--- config.mk ---
export PLATFORM = sky130hd
export DESIGN_NAME = layer1_rx
export DESIGN_NICKNAME = d
export VERILOG_FILES = /design/src/rtl/layer_pkg.sv /design/src/rtl/hs_watchdog.sv /design/src/rtl/layer1_rx.sv
export SDC_FILE = /design/constraint.sdc
export NUM_CORES = 1
export LEC_CHECK = 0
export BUFFER_PORTS_ARGS = -buffer_cell sky130_fd_sc_hd__buf_2
export CORE_MARGIN = 4
export CORE_UTILIZATION = 50
export DETAILED_ROUTE_END_ITERATION = 6
export GPL_TIMING_DRIVEN = 1
export PLACE_DENSITY_LB_ADDON = 0.1
export RECOVER_POWER = 100
export SYNTH_ARGS = -nofsm -noshare
export SYNTH_HDL_FRONTEND = slang
export SYNTH_SLANG_ARGS = --single-unit
--- constraint.sdc ---
create_clock -name clk -period 3.6 [get_ports clk]
set_input_delay 0.54 -clock clk [delete_from_list [all_inputs] [get_ports clk]]
set_output_delay 0.54 -clock clk [all_outputs]
set_load 0.005 [all_outputs]
--- src/rtl/layer_pkg.sv ---
`default_nettype none
// ------------------------------------------------------------------
// layer_pkg : shared types for the password-cracker layers
// Rev 1.0
// ------------------------------------------------------------------
package layer_pkg;

    localparam int PASS_WIDTH = 16;

    typedef enum logic [2:0] {
        IDLE  = 3'd0,
        READY = 3'd1,
        ACK   = 3'd2,
        CHECK = 3'd3,
        LOCK  = 3'd4
    } rx_state_t;

endpackage
`default_nettype wire

--- src/rtl/hs_watchdog.sv ---
`default_nettype none
// ------------------------------------------------------------------
// hs_watchdog : idle-cycle counter, expires on the TIMEOUT-th enabled cycle
// Rev 1.0
// ------------------------------------------------------------------
module hs_watchdog #(
    parameter int TIMEOUT = 255
) (
    input  logic clk,
    input  logic rst,
    input  logic clear,
    input  logic enable,
    output logic expire
);

    localparam int CW = $clog2(TIMEOUT + 1);

    logic [CW-1:0] cnt_q;
    logic [CW-1:0] cnt_d;

    always_comb begin
        cnt_d = cnt_q;
        if (clear) begin
            cnt_d = '0;
        end else if (enable) begin
            cnt_d = cnt_q + CW'(1);
        end
    end

    always_ff @(posedge clk or posedge rst) begin
        if (rst) begin
            cnt_q <= '0;
        end else begin
            cnt_q <= cnt_d;
        end
    end

    // Independent of clear so the owner may derive clear from its next state.
    assign expire = enable && (cnt_q == CW'(TIMEOUT - 1));

endmodule
`default_nettype wire

--- src/rtl/layer1_rx.sv ---
`default_nettype none
// ------------------------------------------------------------------
// layer1_rx : serial passcode receiver with handshake, compare and lockout
// Rev 1.0
// ------------------------------------------------------------------
module layer1_rx
    import layer_pkg::*;
#(
    parameter int WIDTH    = PASS_WIDTH,
    parameter int MAX_FAIL = 3,
    parameter int TIMEOUT  = 255
) (
    input  logic                         clk,
    input  logic                         rst,
    input  logic                         arm,
    input  logic                         rq8,
    input  logic                         Dout,
    input  logic [WIDTH-1:0]             secret,
    output logic                         goL1,
    output logic                         doneL1,
    output logic [WIDTH-1:0]             rx_word,
    output logic                         valid,
    output logic                         match,
    output logic [$clog2(MAX_FAIL+1)-1:0] fail_count,
    output logic                         locked,
    output logic                         timeout_err
);

    localparam int CW = $clog2(WIDTH + 1);
    localparam int FW = $clog2(MAX_FAIL + 1);

    rx_state_t        state_q,   state_d;
    logic [WIDTH-1:0] shreg_q,   shreg_d;
    logic [WIDTH-1:0] rx_word_q, rx_word_d;
    logic [CW-1:0]    count_q,   count_d;
    logic [FW-1:0]    fail_q,    fail_d;
    logic             valid_q,   valid_d;
    logic             match_q,   match_d;
    logic             tmo_q,     tmo_d;

    logic             wd_enable;
    logic             wd_clear;
    logic             wd_expire;

    // Waiting for the very first bit is not a stall; only mid-frame idling is.
    assign wd_enable = (state_q == ACK) || ((state_q == READY) && (count_q != '0));
    assign wd_clear  = (state_d != state_q);

    hs_watchdog #(
        .TIMEOUT (TIMEOUT)
    ) u_watchdog (
        .clk    (clk),
        .rst    (rst),
        .clear  (wd_clear),
        .enable (wd_enable),
        .expire (wd_expire)
    );

    always_comb begin
        state_d   = state_q;
        shreg_d   = shreg_q;
        rx_word_d = rx_word_q;
        count_d   = count_q;
        fail_d    = fail_q;
        match_d   = match_q;
        valid_d   = 1'b0;
        tmo_d     = 1'b0;

        case (state_q)
            IDLE: begin
                if (arm) begin
                    count_d = '0;
                    state_d = READY;
                end
            end
            READY: begin
                if (wd_expire) begin
                    tmo_d   = 1'b1;
                    shreg_d = '0;
                    count_d = '0;
                    state_d = IDLE;
                end else if (rq8) begin
                    shreg_d = {shreg_q[WIDTH-2:0], Dout};
                    count_d = count_q + CW'(1);
                    state_d = ACK;
                end
            end
            ACK: begin
                if (wd_expire) begin
                    tmo_d   = 1'b1;
                    shreg_d = '0;
                    count_d = '0;
                    state_d = IDLE;
                end else if (!rq8) begin
                    if (count_q == CW'(WIDTH)) begin
                        state_d = CHECK;
                    end else begin
                        state_d = READY;
                    end
                end
            end
            CHECK: begin
                valid_d   = 1'b1;
                rx_word_d = shreg_q;
                match_d   = (shreg_q == secret);
                if (shreg_q == secret) begin
                    fail_d  = '0;
                    state_d = IDLE;
                end else begin
                    fail_d = fail_q + FW'(1);
                    if (fail_d == FW'(MAX_FAIL)) begin
                        state_d = LOCK;
                    end else begin
                        state_d = IDLE;
                    end
                end
            end
            LOCK: begin
                state_d = LOCK;
            end
            default: begin
                state_d = IDLE;
            end
        endcase
    end

    always_ff @(posedge clk or posedge rst) begin
        if (rst) begin
            state_q   <= IDLE;
            shreg_q   <= '0;
            rx_word_q <= '0;
            count_q   <= '0;
            fail_q    <= '0;
            valid_q   <= 1'b0;
            match_q   <= 1'b0;
            tmo_q     <= 1'b0;
        end else begin
            state_q   <= state_d;
            shreg_q   <= shreg_d;
            rx_word_q <= rx_word_d;
            count_q   <= count_d;
            fail_q    <= fail_d;
            valid_q   <= valid_d;
            match_q   <= match_d;
            tmo_q     <= tmo_d;
        end
    end

    assign goL1        = (state_q == READY);
    assign doneL1      = (state_q == READY) || (state_q == ACK);
    assign locked      = (state_q == LOCK);
    assign rx_word     = rx_word_q;
    assign valid       = valid_q;
    assign match       = match_q;
    assign fail_count  = fail_q;
    assign timeout_err = tmo_q;

endmodule
`default_nettype wire

==> metrics.md, run 1 <==
| Metric | Value |
|---|---|
| Fraction of final layout cells with drive strength greater than 1 | 0.127 |
| Number of setup violations in the final report | 0 |
| Critical path peak fanout | 10 |
| Fraction of power consumed by combinational cells | 0.368 |
| Final hold viol count | 0 |
| Distinct cell type count after synthesis | between 40 and 50 |
| IO Count | 45 |
| Initial core utilization | 0.521 |
| Number of DRC markers after the initial detailed-route iteration | 79 |
| Cell Pwr Density | around 700 nW/um^2 |
| Cts bufs inserted | 5 |
| Fraction of registers with async set or reset after synthesis | 1.00 |
| Clock share of power | 0.176 |
| Post-place instance area | roughly 3000 um^2 |
| Sequential area share after synthesis | 0.495 |
| CTS sink count | 53 |
| Remaining number of nets flagged by the antenna check after routing | 0 |
| Hold-fix buffers, CTS | 0 |
| Max_cap viols | 0 |
| Worst vdd rail ir drop | around 0.36 mV |
| Setup TNS | 0 ns |
| Post-Synthesis Mean Instance Area | approximately 9.7 um^2 |
| Area enclosed by the die boundary | 6590 um^2 |
| Height of the chip | 81.2 um |
| Vias in the first global route | ~2000 |
| P_sw | roughly 0.84 mW |
| Hold Startpoint | Dout |
| Cell-internal power | between 1 and 1.5 mW |
| Post-synthesis instance area | roughly 2700 um^2 |
| Core ar. | 5140 um^2 |
| Synth-to-layout area growth | 11.9% |
| Clock latency at the later pin of the worst-skew pair | about 0.32 ns |
| Post-route clock period utilization | 0.701 |
| Register share of total power | 0.455 |
| Global route total overflow | 0 |
| HP Class | primary input to register |
| Clock tree from TritonCTS | yes |
| Worst slew margin relative to its limit | 0.0769 |
| Number of flops mapped to enable cells by yosys | 0 |
| Top_reg_cell synth | sky130_fd_sc_hd__dfrtp_1 |
| HPWL Detailed | around 4000 um |
| Total global-route track usage | 0.188 |
| Share of total power consumed by net switching | 0.398 |
| Worst r2r src | count_q[0]$_DFFE_PP0P_ |
| Max Clock Freq | just under 400 MHz |
| Cells after synthesis | about 280 |
| Post-DR wirelength/cell | 14.3 um |
| Required time of the critical path | ~3.8 ns |
| CTS H-tree depth | 2 |
| Via-per-instance ratio | around 5.2 |
| FF+latch count, synth | 53 |
| Final standard cell area without fillers | between 2000 and 3000 um^2 |
| Master cell of the clock root buffer | sky130_fd_sc_hd__clkbuf_8 |
| Crit path capture type | register |
| Final hold slack | around 0.46 ns |
| Util after Layout | 0.583 |
| Clock Pin Slew Worst Setup and Hold Paths | 0.10 ns |
| Wire length of the first global-routing pass | about 9500 um |
| Nets | ~350 |
| Unrepaired setup endpoints after global routing | false |
| Sort of element at the start of the critical path | register |
| Number of rows in the core area | 26 |
| Maximum number of pins on one net before global-route repair | 38 |
| Detailed Routing Iterations Pass 1 | 4 |
| Net count of the mapped netlist | just over 300 |
| Maximum clock path buffer count | 2 |
| Slew @ Worst Pin | 1.38 ns |
| Result of the run | finished, final reports clean |
| Worst setup skew after layout | slightly below 0.01 ns |
| Clock period minus worst slack | roughly 2.5 ns |
| Critical path origin | count_q[0]$_DFFE_PP0P_ |
| Leakage power | 1.44 nW |
| Post-CTS resize count | 0 |
| Die Wd | around 80 um |
| Final RePlAce weighted congestion | 0.818 |
| YS warnings | 0 |
| Power after layout | around 2.1 mW |
| Via count | 2053 |
| Total inserted antenna cells | 0 |
| Number of buffers inserted to repair setup after CTS | 0 |
| Final wirelength | between 5000 and 6000 um |
| Initial antenna violation count | 0 |
| Path type of the worst setup path | register to register |
| Residual DRC count | 0 |
| Arrival @ worst endpoint | 2.74 ns |
| Count of port buffers added during placement | 44 |
| Max-slew violation count | 0 |
layout make-up:
class	count	area [um^2]
inverters	11	41.3
repair buffers	47	216
clock buffers	6	82.6
flip-flops and latches	53	1330
multi-input cells	203	1230
fillers	499	2140
well taps	70	87.6
clock inverters	2	17.5
path summary, 6_finish.rpt:
path / end / slack (ns) / cells after the start
hold / removal: shreg_q[0]$_DFFE_PP0P_ / 0.46 / 3
min in group asynchronous: rx_word[13]$_DFFE_PP0P_ / 0.60 / 2
hold reg to reg: rx_word[5]$_DFFE_PP0P_ / 0.48 / 2
setup reg to reg: count_q[3]$_DFFE_PP0P_ / 1.08 / 8
max in group asynchronous: count_q[0]$_DFFE_PP0P_ / 1.51 / 3
setup / recovery: count_q[3]$_DFFE_PP0P_ / 1.08 / 8
flip-flops by register name (all words and copies together), names as in the netlist:
register and cells:
match 1, timeout_err 1, state_q 3, valid 1, u_watchdog.cnt_q 8, shreg_q 16, fail_count 2, rx_word 16
count_q 5
power by group through the flow:
stage | registers, mW | clock network [mW] | logic [mW]
2_1_floorplan | 0.919 | 0 | 0.645
3_3_place_gp | 0.967 | 0 | 0.833
6_report | 0.963 | 0.372 | 0.779
3_5_place_dp | 0.973 | 0 | 0.847
5_1_grt | 0.994 | 0.407 | 0.888
4_1_cts | 0.963 | 0.382 | 0.851
per-stage QoR:
stage	std cells	setup WS (ns)
floorplan	276	1.76
global placement	384	1.49
detailed placement	384	1.41
CTS	392	1.41
global route	392	0.863
finish	392	1.08
worst max-delay path, stage by stage, from the launching register on:
cell and delay, ns:
sky130_fd_sc_hd__dfrtp_1 0.43, sky130_fd_sc_hd__inv_1 0.07, sky130_fd_sc_hd__ha_1 0.17, sky130_fd_sc_hd__or4b_1 0.53, sky130_fd_sc_hd__a21oi_1 0.32, sky130_fd_sc_hd__nor4_4 0.13
sky130_fd_sc_hd__clkbuf_1 0.24, sky130_fd_sc_hd__nand2b_1 0.25, sky130_fd_sc_hd__o31ai_1 0.27
cell usage after synthesis, drive strengths merged (5+ instances only):
master   n  area share
a21oi   11       0.025
clkbuf   6      0.0089
dfrtp   53        0.50
ha       5       0.023
inv     10       0.014
mux2i   15       0.056
nand2   63       0.088
nand4    9       0.021
nor2    28       0.042
o21ai    5      0.0093
xnor2   20       0.065
layer usage:
layer,part of all wire,global-route usage,up-vias
met1,0.47,0.250,993
met4,0.013,0.0541,0
met5,0,0,-
met3,0.039,0.0466,9
li1,-,-,1018
met2,0.47,0.305,33
kinds of logic (layout without fill, tap and decap cells):
| kind of cell | count (synthesis) | in the layout | synth area share |
|---|---|---|---|
| compound gates | 31 | 31 | 0.0803 |
| buf+inv | 20 | 66 | 0.0346 |
| simple gates | 128 | 128 | 0.231 |
| flops | 53 | 53 | 0.495 |
| xor+xnor | 23 | 23 | 0.0752 |
| mux | 16 | 16 | 0.0603 |
| fa+ha+maj | 5 | 5 | 0.0234 |
layout by cell type (no fill, tap or decap), drive strengths merged, types with 2 or more instances in the layout:
cell type and instances:
a211oi 3, a21o 2, a21oi 11, and3 4, buf 30, clkbuf 23
clkinv 2, dfrtp 53, ha 5, inv 11, mux2i 15, nand2 63
nand2b 2, nand3 4, nand4 9, nor2 28, nor2b 3, nor3 4
nor4 2, nor4b 2, o21ai 5, o31ai 3, xnor2 20, xor2 3
No activity file was read; power rests on OpenSTA's default activity.
==> run 2, diff against run 1 <==
--- a/config.mk
+++ b/config.mk
@@ -5,6 +5,7 @@
 export SDC_FILE = /design/constraint.sdc
 export NUM_CORES = 1
 export LEC_CHECK = 0
+export ABC_AREA = 1
 export BUFFER_PORTS_ARGS = -buffer_cell sky130_fd_sc_hd__buf_2
 export CORE_MARGIN = 4
 export CORE_UTILIZATION = 50
==> constraint.sdc (replaced) <==
create_clock -name clk -period 2.6 [get_ports clk]
set_input_delay 0.39 -clock clk [delete_from_list [all_inputs] [get_ports clk]]
set_output_delay 0.39 -clock clk [all_outputs]
set_load 0.005 [all_outputs]
==> run 2 against run 1 <==
Net effect: setup slack worse by 0.50 ns; clock power increased by 53%; utilization up 0.84 points; fmax rose by 25%; critical path depth stayed put; largest power group unchanged.
==> metrics.md, run 2 <==
| Metric | Value |
|---|---|
| Core ar. | slightly above 5000 um^2 |
| Power after layout | 1.45 mW |
| Arrival @ worst endpoint | ~2.2 ns |
| Post-route clock period utilization | 0.777 |
| Height of the chip | between 80 and 90 um |
| Number of DRC markers after the initial detailed-route iteration | 235 |
| CTS sink count | 53 |
| Remaining number of nets flagged by the antenna check after routing | 0 |
| HPWL Detailed | just over 4000 um |
| Highest cell delay on the worst timing path | 0.45 ns |
| Unrepaired setup endpoints after global routing | false |
| YS warnings | 0 |
| Post-CTS resize count | 0 |
| Number of buffers inserted to repair setup after CTS | 0 |
| Number of rows in the core area | 26 |
| Number of setup violations in the final report | 0 |
| Cell seen most often among critical-path stages | sky130_fd_sc_hd__nand2_1 |
| Number of flops mapped to enable cells by yosys | 0 |
| FF+latch count, synth | 53 |
| Post-synthesis instance area | 2640 um^2 |
| Total global-route track usage | 0.186 |
| Max-slew violation count | 0 |
| Post-place setup slack | about 0.9 ns |
| Commonest non-fill, non-tap cells in the layout | sky130_fd_sc_hd__nand2_1 (96), sky130_fd_sc_hd__dfrtp_1 (53), sky130_fd_sc_hd__buf_2 (33), sky130_fd_sc_hd__nand3_1 (30), sky130_fd_sc_hd__inv_1 (28) |
| CP delay by family, top | simple AND/OR/NAND/NOR gates |
| Net count of the mapped netlist | about 350 |
| Worst slew margin relative to its limit | 0.309 |
| Final hold viol count | 0 |
| Post-place instance area | 2950 um^2 |
| Die Wd | between 80 and 90 um |
| Critical path peak fanout | 17 |
| Register-to-register setup slack | between 0.5 and 0.6 ns |
| Result of the run | finished, final reports clean |
| Cts bufs inserted | 5 |
| Required time of the critical path | between 2 and 3 ns |
| Leakage power | 1.52 nW |
| Count of port buffers added during placement | 44 |
| Worst Slack Setup Final | 0.581 ns |
| Buf+Inv Stages, Crit Path | 2 |
| Cell with the largest stage delay on the worst path | sky130_fd_sc_hd__inv_1 |
| Synth area leader | sky130_fd_sc_hd__dfrtp_1 |
| Clock latency at the later pin of the worst-skew pair | 0.31 ns |
| Clock period minus worst slack | around 2.0 ns |
| Initial antenna violation count | 0 |
| Maximum clock path buffer count | 2 |
| Residual DRC count | 0 |
| Fraction of final layout cells with drive strength greater than 1 | 0.141 |
| Clock tree from TritonCTS | yes |
| Wire length of the first global-routing pass | ~9500 um |
| Top_reg_cell synth | sky130_fd_sc_hd__dfrtp_1 |
| Most numerous cell in the Yosys netlist | sky130_fd_sc_hd__nand2_1 |
| HP Class | primary input to asynchronous set/reset pin |
| Dpl cells | ~430 |
| Hold-fix buffers, CTS | 0 |
| Max_cap viols | 0 |
| Yosys top cell area share | 0.503 |
| Post-DR wirelength/cell | ~13 um |
| Via count | between 2000 and 2500 |
| Commonest non-fill, non-tap cell in the layout | sky130_fd_sc_hd__nand2_1 |
| Detailed Routing Iterations Pass 1 | 4 |
| Worst vdd rail ir drop | 0.370 mV |
| Nets | between 300 and 400 |
| Slew @ Worst Pin | about 1.0 ns |
| Max Clock Freq | roughly 500 MHz |
| Total inserted antenna cells | 0 |
| Maximum number of pins on one net before global-route repair | 28 |
| Sort of element at the start of the critical path | register |
| Cells after synthesis | approximately 320 |
| Crit path capture type | register |
| Distinct cell type count after synthesis | 26 |
| Via-per-instance ratio | just under 5 |
| Crit-path cells | inv_1, ha_1, nand3_1, nand2_1, nand2_1, nand2_1, inv_1, a21oi_1 |
| Clock Pin Slew Worst Setup and Hold Paths | approximately 0.10 ns |
| Post-Synthesis Mean Instance Area | roughly 8 um^2 |
| Cell Count, Final, Fillers Out | 440 |
| Area enclosed by the die boundary | ~6500 um^2 |
| Worst setup skew after layout | a little over 0.008 ns |
| Final standard cell area without fillers | 3020 um^2 |
| Commonest cells in the synthesized netlist | sky130_fd_sc_hd__nand2_1 (93), sky130_fd_sc_hd__dfrtp_1 (53), sky130_fd_sc_hd__nand3_1 (30) |
| Sequential area share after synthesis | 0.503 |
| Initial core utilization | 0.516 |
| CTS H-tree depth | 2 |
| Cell Pwr Density | approximately 480 nW/um^2 |
| Leading post-synthesis cells by cell area | sky130_fd_sc_hd__dfrtp_1 (50%), sky130_fd_sc_hd__nand2_1 (13%), sky130_fd_sc_hd__nand3_1 (5.7%), sky130_fd_sc_hd__a21oi_1 (4.0%), sky130_fd_sc_hd__inv_1 (3.7%) |
| IO Count | between 40 and 50 |
| Vias in the first global route | around 2100 |
| Final RePlAce weighted congestion | 0.783 |
| Final wirelength | roughly 5600 um |
| Fraction of registers with async set or reset after synthesis | 1.00 |
| Master cell of the clock root buffer | sky130_fd_sc_hd__clkbuf_8 |
| Synth-to-layout area growth | 14.6% |
| Global route total overflow | 0 |
| Setup TNS | 0 ns |
| Path type of the worst setup path | register to register |
run 2: changes by cell type after synthesis, sizes merged, moves of 3 or more:
cell / previous run / this run
nor2b: 3 / 0
o21ai: 5 / 16
xnor2: 20 / 10
xor2: 3 / 9
or2: 0 / 3
inv: 10 / 29
and3: 4 / 0
mux2i: 15 / 0
nand2: 63 / 97
nand3: 4 / 30
a21oi: 11 / 22
a211oi: 3 / 0
nand4: 9 / 4
run 2: path summary, 6_finish.rpt:
path / endpoint / depth (start not counted) / startpoint
hold reg to reg: rx_word[14]$_DFFE_PP0P_ / 2 / rx_word[14]$_DFFE_PP0P_
min in group clk: shreg_q[0]$_DFFE_PP0P_ / 3 / Dout
setup / recovery: shreg_q[11]$_DFFE_PP0P_ / 8 / count_q[0]$_DFFE_PP0P_
max in group asynchronous: shreg_q[8]$_DFFE_PP0P_ / 3 / rst
hold / removal: shreg_q[7]$_DFFE_PP0P_ / 2 / rst
setup reg to reg: shreg_q[11]$_DFFE_PP0P_ / 8 / count_q[0]$_DFFE_PP0P_
run 2: through the flow:
step                      hold WS, ns  utilization
after global routing            0.333        0.592
after detailed placement        0.455        0.577
after CTS                       0.144        0.599
final                           0.324        0.592
after floorplan                 0.465            -
after global placement          0.451        0.577
run 2: cells by family (layout without fill, tap and decap cells):
group,count (synthesis),after routing,share of synthesized area
AOI/OAI and AO/OA,41,41,0.0844
xor gates and xnor gates,19,19,0.0631
adders and majority gates,5,5,0.0237
buffers and inverters,38,86,0.0546
DFF,53,53,0.503
and+or+nand+nor,166,166,0.271
run 2: power by group:
group,leakage (nW),switching [mW],internal [mW]
registers,0.699,0,0.824
clock network,0.0585,0.281,0.289
logic,0.761,0.0334,0.0198
total,1.52,0.314,1.13
run 2: worst reg2reg max path, cell delays in order (launching register included):
cell	delay, ns
sky130_fd_sc_hd__dfrtp_1	0.40
sky130_fd_sc_hd__inv_1	0.07
sky130_fd_sc_hd__ha_1	0.21
sky130_fd_sc_hd__nand3_1	0.11
sky130_fd_sc_hd__nand2_1	0.07
sky130_fd_sc_hd__nand2_1	0.23
sky130_fd_sc_hd__nand2_1	0.24
sky130_fd_sc_hd__inv_1	0.45
sky130_fd_sc_hd__a21oi_1	0.11
run 2: final cells by class:
class / instances / area [um^2]
fill: 518 / 2090
sequential: 53 / 1330
multi-input combinational: 231 / 1150
timing repair buffer: 49 / 236
inverter: 29 / 109
tap: 70 / 87.6
clock buffer: 5 / 68.8
clock inverter: 3 / 43.8
run 2: layer usage:
metal / track usage / part of all wire / up-vias
met5: 0 / 0 / -
met4: 0.0422 / 0.0047 / 0
met3: 0.0370 / 0.049 / 2
met2: 0.296 / 0.45 / 51
met1: 0.264 / 0.50 / 1003
li1: - / - / 1120
